===== src/rtl/tsa_pkg.sv =====
// Shared types, widths and the round-robin pick helper for timer_share_arbiter.
package tsa_pkg;

  typedef enum logic [1:0] {
    IDLE = 2'd0,
    RUN  = 2'd1,
    DONE = 2'd2
  } tsa_state_t;

  localparam int unsigned TSA_SVC_W   = 16;
  localparam int unsigned TSA_MAX_REQ = 8;
  localparam int unsigned TSA_PTR_W   = 3;

  // One-hot of the first set request searching from ptr+1, wrapping at num_req.
  function automatic logic [TSA_MAX_REQ-1:0] rr_pick(
    input logic [TSA_MAX_REQ-1:0] req,
    input logic [TSA_PTR_W-1:0]   ptr,
    input int unsigned            num_req
  );
    logic [TSA_MAX_REQ-1:0] pick;
    logic                   found;
    logic [TSA_PTR_W-1:0]   idx;
    pick  = '0;
    found = 1'b0;
    for (int unsigned k = 1; k <= TSA_MAX_REQ; k++) begin
      if (k <= num_req) begin
        idx = TSA_PTR_W'((32'(ptr) + k) % num_req);
        if (!found && req[idx]) begin
          pick[idx] = 1'b1;
          found     = 1'b1;
        end
      end
    end
    return pick;
  endfunction

endpackage


===== src/rtl/tsa_interval_counter.sv =====
// Flex-style interval counter: counts 1..rollover_val then wraps to 1; clear wins over enable.
module tsa_interval_counter #(
  parameter int unsigned NUM_CNT_BITS = 8
) (
  input  logic                    clk,
  input  logic                    rst,
  input  logic                    clear,
  input  logic                    count_enable,
  input  logic [NUM_CNT_BITS-1:0] rollover_val,
  output logic [NUM_CNT_BITS-1:0] count_out,
  output logic                    rollover_flag
);

  logic [NUM_CNT_BITS-1:0] count_q, count_d;

  always_comb begin
    count_d = count_q;
    if (clear) begin
      count_d = '0;
    end else if (count_enable) begin
      count_d = (count_q == rollover_val) ? NUM_CNT_BITS'(1) : count_q + NUM_CNT_BITS'(1);
    end
  end

  always_ff @(posedge clk) begin
    if (rst) count_q <= '0;
    else     count_q <= count_d;
  end

  assign count_out     = count_q;
  assign rollover_flag = (count_q == rollover_val);

endmodule


===== src/rtl/timer_share_arbiter.sv =====
// Round-robin sharing of one interval counter among NUM_REQ requesters.
// Optional TSA_SERVICE_CNT_EN adds a saturating count of completed intervals.
module timer_share_arbiter
  import tsa_pkg::*;
#(
  parameter int unsigned NUM_REQ      = 4,
  parameter int unsigned NUM_CNT_BITS = 8
) (
  input  logic                            clk,
  input  logic                            rst,
  input  logic [NUM_REQ-1:0]              req,
  input  logic [NUM_REQ*NUM_CNT_BITS-1:0] req_period,
  output logic [NUM_REQ-1:0]              grant,
  output logic [NUM_REQ-1:0]              done,
  output logic                            busy,
  output logic [NUM_CNT_BITS-1:0]         count_out
`ifdef TSA_SERVICE_CNT_EN
  ,
  output logic [TSA_SVC_W-1:0]            serviced_cnt
`endif
);

  tsa_state_t              state_q, state_d;
  logic [NUM_REQ-1:0]      grant_q, grant_d;
  logic [NUM_REQ-1:0]      done_q, done_d;
  logic                    busy_q, busy_d;
  logic [TSA_PTR_W-1:0]    rr_ptr_q, rr_ptr_d;
  logic [NUM_CNT_BITS-1:0] period_q, period_d;

  logic [NUM_REQ-1:0]      pick_c;
  logic [TSA_PTR_W-1:0]    sel_idx_c;
  logic [NUM_CNT_BITS-1:0] sel_period_c;
  logic                    owner_req_c;
  logic                    cnt_clear_c;
  logic                    cnt_en_c;
  logic                    rollover_c;

  // Arbitration winner, its index and its requested period.
  always_comb begin
    pick_c       = NUM_REQ'(rr_pick(TSA_MAX_REQ'(req), rr_ptr_q, NUM_REQ));
    sel_idx_c    = '0;
    sel_period_c = '0;
    for (int unsigned i = 0; i < NUM_REQ; i++) begin
      if (pick_c[i]) begin
        sel_idx_c    = TSA_PTR_W'(i);
        sel_period_c = req_period[i*NUM_CNT_BITS +: NUM_CNT_BITS];
      end
    end
  end

  assign owner_req_c = |(req & grant_q);

  always_comb begin
    state_d     = state_q;
    grant_d     = grant_q;
    done_d      = '0;
    rr_ptr_d    = rr_ptr_q;
    period_d    = period_q;
    cnt_clear_c = 1'b1;
    cnt_en_c    = 1'b0;
    case (state_q)
      IDLE: begin
        grant_d = '0;
        if (|req) begin
          state_d  = RUN;
          grant_d  = pick_c;
          rr_ptr_d = sel_idx_c;
          period_d = (sel_period_c == '0) ? NUM_CNT_BITS'(1) : sel_period_c;
        end
      end
      RUN: begin
        cnt_en_c    = 1'b1;
        cnt_clear_c = 1'b0;
        // A dropped owner request outranks a same-cycle rollover.
        if (!owner_req_c) begin
          state_d     = IDLE;
          grant_d     = '0;
          cnt_clear_c = 1'b1;
        end else if (rollover_c) begin
          state_d     = DONE;
          done_d      = grant_q;
          cnt_clear_c = 1'b1;
        end
      end
      DONE: begin
        state_d = IDLE;
        grant_d = '0;
      end
      default: begin
        state_d = IDLE;
        grant_d = '0;
      end
    endcase
    busy_d = (state_d != IDLE);
  end

  always_ff @(posedge clk) begin
    if (rst) begin
      state_q  <= IDLE;
      grant_q  <= '0;
      done_q   <= '0;
      busy_q   <= 1'b0;
      rr_ptr_q <= TSA_PTR_W'(NUM_REQ - 1);
      period_q <= NUM_CNT_BITS'(1);
    end else begin
      state_q  <= state_d;
      grant_q  <= grant_d;
      done_q   <= done_d;
      busy_q   <= busy_d;
      rr_ptr_q <= rr_ptr_d;
      period_q <= period_d;
    end
  end

  tsa_interval_counter #(
    .NUM_CNT_BITS (NUM_CNT_BITS)
  ) u_counter (
    .clk           (clk),
    .rst           (rst),
    .clear         (cnt_clear_c),
    .count_enable  (cnt_en_c),
    .rollover_val  (period_q),
    .count_out     (count_out),
    .rollover_flag (rollover_c)
  );

  assign grant = grant_q;
  assign done  = done_q;
  assign busy  = busy_q;

`ifdef TSA_SERVICE_CNT_EN
  logic [TSA_SVC_W-1:0] svc_q, svc_d;

  // Saturating count of completed (non-aborted) intervals.
  always_comb begin
    svc_d = svc_q;
    if ((|done_d) && (svc_q != '1)) svc_d = svc_q + TSA_SVC_W'(1);
  end

  always_ff @(posedge clk) begin
    if (rst) svc_q <= '0;
    else     svc_q <= svc_d;
  end

  assign serviced_cnt = svc_q;
`endif

endmodule


===== config.mk =====
export PLATFORM = sky130hd
export DESIGN_NAME = timer_share_arbiter
export DESIGN_NICKNAME = d
export VERILOG_FILES = /design/src/rtl/tsa_pkg.sv /design/src/rtl/tsa_interval_counter.sv /design/src/rtl/timer_share_arbiter.sv
export SDC_FILE = /design/constraint.sdc
export NUM_CORES = 1
export LEC_CHECK = 0
export CAP_MARGIN = 25
export CORE_MARGIN = 2
export CORE_UTILIZATION = 35
export CTS_CLUSTER_DIAMETER = 60
export CTS_CLUSTER_SIZE = 24
export DETAILED_ROUTE_END_ITERATION = 12
export PLACE_DENSITY = 0.59
export SKIP_LAST_GASP = 1
export SYNTH_ARGS = -nofsm -noshare
export SYNTH_HDL_FRONTEND = slang
export SYNTH_SLANG_ARGS = --single-unit

===== constraint.sdc =====
create_clock -name clk -period 7.8 [get_ports clk]
set_clock_uncertainty 0.05 [all_clocks]
set_input_delay 1.56 -clock clk [delete_from_list [all_inputs] [get_ports clk]]
set_output_delay 1.56 -clock clk [all_outputs]
set_load 0.02 [all_outputs]

# After elaboration in Yosys (flattened, before gate mapping)
# Cells that the tools add are included.
# word_totals
ff_bits	29
inputBits	38
output_inout_bits	17
# classes
addsub	5
order_cmp	8
n_eq_ne	3
n_mux	43
n_bitwise	7
reduce_logical	18
# ops
operator	count
2-to-1 mux 8 bit	6
2-to-1 mux 4 bit	6
< comparator 2 x 4 -> 1 bit (second input constant)	4
2-to-1 mux 1 bit	16
bitwise OR 4 bit	3
OR reduction 4 bit	3
2-to-1 mux 2 bit	5
adder 8 x 1 -> 8 bit (second input constant)	1
binary-select mux 1 bit (select 2 bit)	4
demux 1 bit (select 2 bit)	4
equality test 8 bit	1
greater-or-equal comparator 2 x 1 -> 1 bit (second input constant)	4
logical NOT 8 bit	1
case mux 4 bit (2 select lines)	1
logical AND 1 bit	7
adder 2 x 1 -> 2 bit (second input constant)	2
adder 2 bit (second input constant)	2
AND 4 bit	1
case mux 2 bit (2 select lines)	1
logical NOT 1 bit	3
inverter 1 bit	3
equality test 2 x 1 -> 1 bit (second input constant)	1
logical NOT 2 bit	1
!= test 2 bit (second input constant)	1
other kinds (3)	3

# Logic depth before layout (Yosys ltp)
# depth
ltp_word	19
ltp_mapped	14

# Modules after synthesis
# Synthesis repeated with hierarchy kept, for this count alone.
# hier_totals
hier_cells	215
hier_area_um2	1853.0
# modules_own_cells
module	n_inst	cells_per_inst	area_per_inst_um2	seq_area_each_um2
timer_share_arbiter	1	163	1381.3	420.4
tsa_interval_counter	1	52	471.7	160.2

# Least setup slack after synthesis
# No wires, ideal clock.
# synth_path
path_kind	input to register
start	input port req[2]
end	register period_q[0]
setup_ns	0.120
arrival_time_ns	3.594
path_slack_ns	4.036
stages	9
cell_sequence	mux4_2 > buf_6 > and2_0 > a2111o_1 > buf_6 > buf_2 > a211oi_1 > nor4_2 > a211o_1
# synth_between
elab_chain_len	18
# synth_rtl
item	line	source
from (decl)	timer_share_arbiter.sv:11	input logic [NUM_REQ-1:0] req,
binary-select mux 1 bit (select 2 bit)	tsa_pkg.sv:28	if (!found && req[idx]) begin
2-to-1 mux 1 bit (not written as such)	tsa_pkg.sv:28	
2-to-1 mux 1 bit	tsa_pkg.sv:28	
logical NOT 1 bit	tsa_pkg.sv:28	
logical AND 1 bit	tsa_pkg.sv:28	
2-to-1 mux 1 bit	tsa_pkg.sv:28	
logical NOT 1 bit	tsa_pkg.sv:28	
logical AND 1 bit	tsa_pkg.sv:28	
2-to-1 mux 1 bit	tsa_pkg.sv:28	
logical NOT 1 bit	tsa_pkg.sv:28	
logical AND 1 bit	tsa_pkg.sv:28	
2-to-1 mux 4 bit	tsa_pkg.sv:28	
2-to-1 mux 8 bit (4 in a row)	timer_share_arbiter.sv:44	if (pick_c[i]) begin
logical NOT 8 bit	timer_share_arbiter.sv:68	period_d = (sel_period_c == '0) ? NUM_CNT_BITS'(1) : sel_period_c;
2-to-1 mux 8 bit	timer_share_arbiter.sv:68	
to (signal assigned)	timer_share_arbiter.sv:111	period_q <= period_d;
to (decl)	timer_share_arbiter.sv:28	logic [NUM_CNT_BITS-1:0] period_q, period_d;
# Several ways; a longest one is shown, not always the timed one. The select of a mux whose other input is x is not followed.
# A chain may end at the register's enable or synchronous reset.

# Final worst setup path
# Same ends and word-level chain as after synthesis.

==> results.json <==
{
  "run_status": "finished, final reports clean",
  "drtAntennaViolNets": 0,
  "regToRegStartpoint": "rr_ptr_q[0]$_SDFFE_PP1P_",
  "grtUsageMet2_pct": 25.4,
  "critical_path_required_ns": 7.91,
  "design.die.area_sq_mm": 0.00604,
  "synth_area_in_adders_pct": 5.92,
  "synth_area_sq_mm": 0.00190,
  "cts_buffers": 5,
  "setup.worst_path.start": "req[2]",
  "post-dp-hpwl_mm": 3.61,
  "power-per-cell-area_mw_per_mm2": 339,
  "multi_input_area_sq_mm": 0.00122,
  "drt-initial-drc-count": 129,
  "avgRoutedWirePerCell_um": 14.0,
  "setup-tns-final_ns": 0,
  "io_pins": 55,
  "drv_cap": 0,
  "route.final.wire_length_mm": 4.70,
  "floorplan.core_area_sq_mm": 0.00517,
  "finalMaxSlewViolations": 0,
  "postCtsSetupRepairBufs": 0,
  "worst-setup-path-type": "in -> reg",
  "gr-usage-met1_pct": 23.3,
  "gr-max-usage-layer": "met2",
  "synthDominantAreaCellType": "dfxtp_1",
  "via_count_of_the_first_global_routing_pass": 1680,
  "layout_commonest_cell": "clkdlybuf4s50_1",
  "final_nets": 311,
  "synthesized_area_fraction_occupied_by_ao_oa_aoi_and_oai_cells_pct": 21.5,
  "avgViaCountPerCell": 5.16,
  "maxClockFrequency_mhz": 215,
  "clock_path_buffers": 2,
  "final-hold-violation-count": 0,
  "floorplan.initialDensity_pct": 36.7,
  "reg2reg_slack_ns": 3.54,
  "hold_class": "reg -> reg",
  "yosys_warning_total": 0,
  "yosys.area_share.xor_xnor_pct": 6.91,
  "cp_data_arrival_time_ns": 4.76,
  "syn_area_per_cell_sq_um": 8.88,
  "portBuffers": 54,
  "final_min_period_over_clock_period_pct": 59.6,
  "total_power_w": 0.000861,
  "most-common-layout-cells": "clkdlybuf4s50_1 (54), dfxtp_1 (29), nand2_1 (23), nor2_1 (18)",
  "yosys_register_bits": 29,
  "rsz0062_at_grt": "no",
  "postSynth.asyncResetShare_pct": 0,
  "worst_pin_slew_ns": 0.604,
  "worstSkewPairLatency_ns": 0.27,
  "seqCellArea_sq_um": 581,
  "synth_top_area_share_pct": 30.5,
  "rows": 26,
  "maximum_number_of_pins_on_one_net_before_global_route_repair": 19,
  "cts.reportedPaths.clkPinSlew_ns": 0.06,
  "yosysUniqueCellTypes": 50,
  "critical_path.max_fanout": 18,
  "antenna_found_initial": 0,
  "hold-path-cell-count": 2,
  "drt_pre_antenna_iters": 4,
  "syn2layout_area_growth_pct": 33.8,
  "final.fill_count": 496,
  "via_count": 1729,
  "tritoncts_clock_tree": "built",
  "irDropWorstVdd_mv": 0.126,
  "layout-drive-gt1-share_pct": 7.92,
  "synth_edf_count": 0,
  "first_pass_grt_wire_length_mm": 8.09,
  "grt_overflow": 0,
  "gp_congestion": 0.795,
  "worstHoldStart": "period_q[2]$_SDFFE_PP0P_",
  "met3_usage_pct": 5.47,
  "cts_num_sinks": 29,
  "netlist_instances": 214,
  "finalSetupViolCount": 0,
  "total_leakage_power_nw": 0.979,
  "cts-htree-levels": 2,
  "slew_headroom_pct": 59.7,
  "min_period_ns": 4.65,
  "synthesis.nets": 261,
  "min_to": "period_q[2]$_SDFFE_PP0P_",
  "synth_mux_area_share_pct": 8.16,
  "rr_worst_depth": 10,
  "die_height_um": 77.7,
  "yosysSeqAreaShare_pct": 30.5,
  "worst_r2r_endpoint": "period_q[0]$_SDFFE_PP1P_",
  "ys_dominant_reg_cell": "dfxtp_1",
  "die_x_um": 77.7,
  "setup.worst_path.start_class": "primary input",
  "drc_errors": 0,
  "largest_family_of_logic_cells_by_synthesized_area": "simple AND/OR/NAND/NOR gates",
  "cts-hold-fix-buffers": 0,
  "synth_top_area_cells": "dfxtp_1 (31%), ha_1 (5.9%), xor2_1 (5.5%), nand2_1 (4.5%), a32oi_1 (3.7%)",
  "clockRootBuffer": "clkbuf_8",
  "grt_use_total_pct": 16.7,
  "synth-simple-area-share_pct": 21.7,
  "antenna_diodes": 0,
  "cts_repair_resize_count": 0,
  "setup.worst_path.end_class": "flop"
}
-- critical path, stage by stage --
cell and delay, ns:
clkdlybuf4s50_1 0.53, mux4_2 0.65, nor4b_4 0.44, a2111o_1 0.61, inv_2 0.10, and2_4 0.21, a221oi_2 0.26, nor4_1 0.09
a211o_1 0.30
-- synth_stat cells, types with 2 or more instances --
cell,number
nand3_1,3
dfxtp_1,29
nor2b_1,3
a211o_1,3
a22o_1,4
a32oi_1,8
a221oi_2,3
a21oi_1,12
a22oi_1,2
mux2i_1,5
nand2b_1,4
nor2_1,18
a211oi_1,5
xor2_1,12
ha_1,9
inv_1,6
mux4_2,3
buf_2,4
o22ai_1,4
nand2_1,23
nor4_1,4
and2_1,4
xnor2_1,3
o21ai_0,6
buf_6,3
clkbuf_1,5
nand3b_1,2
nor3_1,5
-- where the power goes --
group	switching [W]	internal (W)
Combinational	0.000300	0.000231
Sequential	0.0000370	0.000179
Clock	0.0000509	0.0000632
-- sequential cells by signal (all words and copies together) (netlist names) --
register,count
grant,4
u_counter.count_out,8
done,4
busy,1
state_q,2
period_q,8
rr_ptr_q,2
-- final cells by class --
class | count | share of cell area, %
flip-flops and latches | 29 | 22.8
clock buffers | 8 | 3.15
well taps | 70 | 3.44
inverters | 7 | 1.03
repair buffers | 55 | 21.5
multi-input cells | 166 | 48.0
-- worst max path at each step --
stage                          endpoint  cells after the start
2_1_floorplan  period_q[0]$_SDFFE_PP1P_                      9
3_5_place_dp   period_q[0]$_SDFFE_PP1P_                      9
4_1_cts        period_q[0]$_SDFFE_PP1P_                      9
5_1_grt        period_q[0]$_SDFFE_PP1P_                      9
6_report       period_q[0]$_SDFFE_PP1P_                      9
3_3_place_gp   period_q[0]$_SDFFE_PP1P_                      9
-- metal layers --
| layer | vias up | wire length, um |
|---|---|---|
| met1 | 781 | 2310 |
| li1 | 883 | - |
| met2 | 61 | 2080 |
| met3 | 4 | 281 |
| met5 | - | 0 |
| met4 | 0 | 30 |
-- metrics by stage --
stage / hold WS [ns] / cell area, sq um / utilization [%] / std cells / setup WS, ns
2_1_floorplan: 0.398 / 1900 / - / 214 / 4.04
3_3_place_gp: 0.409 / 2460 / 47.6 / 327 / 2.95
5_1_grt: 0.448 / 2540 / 49.2 / 335 / 2.92
6_report: 0.418 / 2540 / 49.2 / 335 / 3.15
4_1_cts: 0.421 / 2540 / 49.2 / 335 / 3.16
3_5_place_dp: 0.413 / 2460 / 47.6 / 327 / 2.87
-- cell families after synthesis --
kind of cell	count (synthesis)
adders and majority gates	9
AOI/OAI and AO/OA	54
buffers and inverters	19
muxes	10
xor gates and xnor gates	15
and+or+nand+nor	78
DFF	29
(Power assumes the default switching activity.)
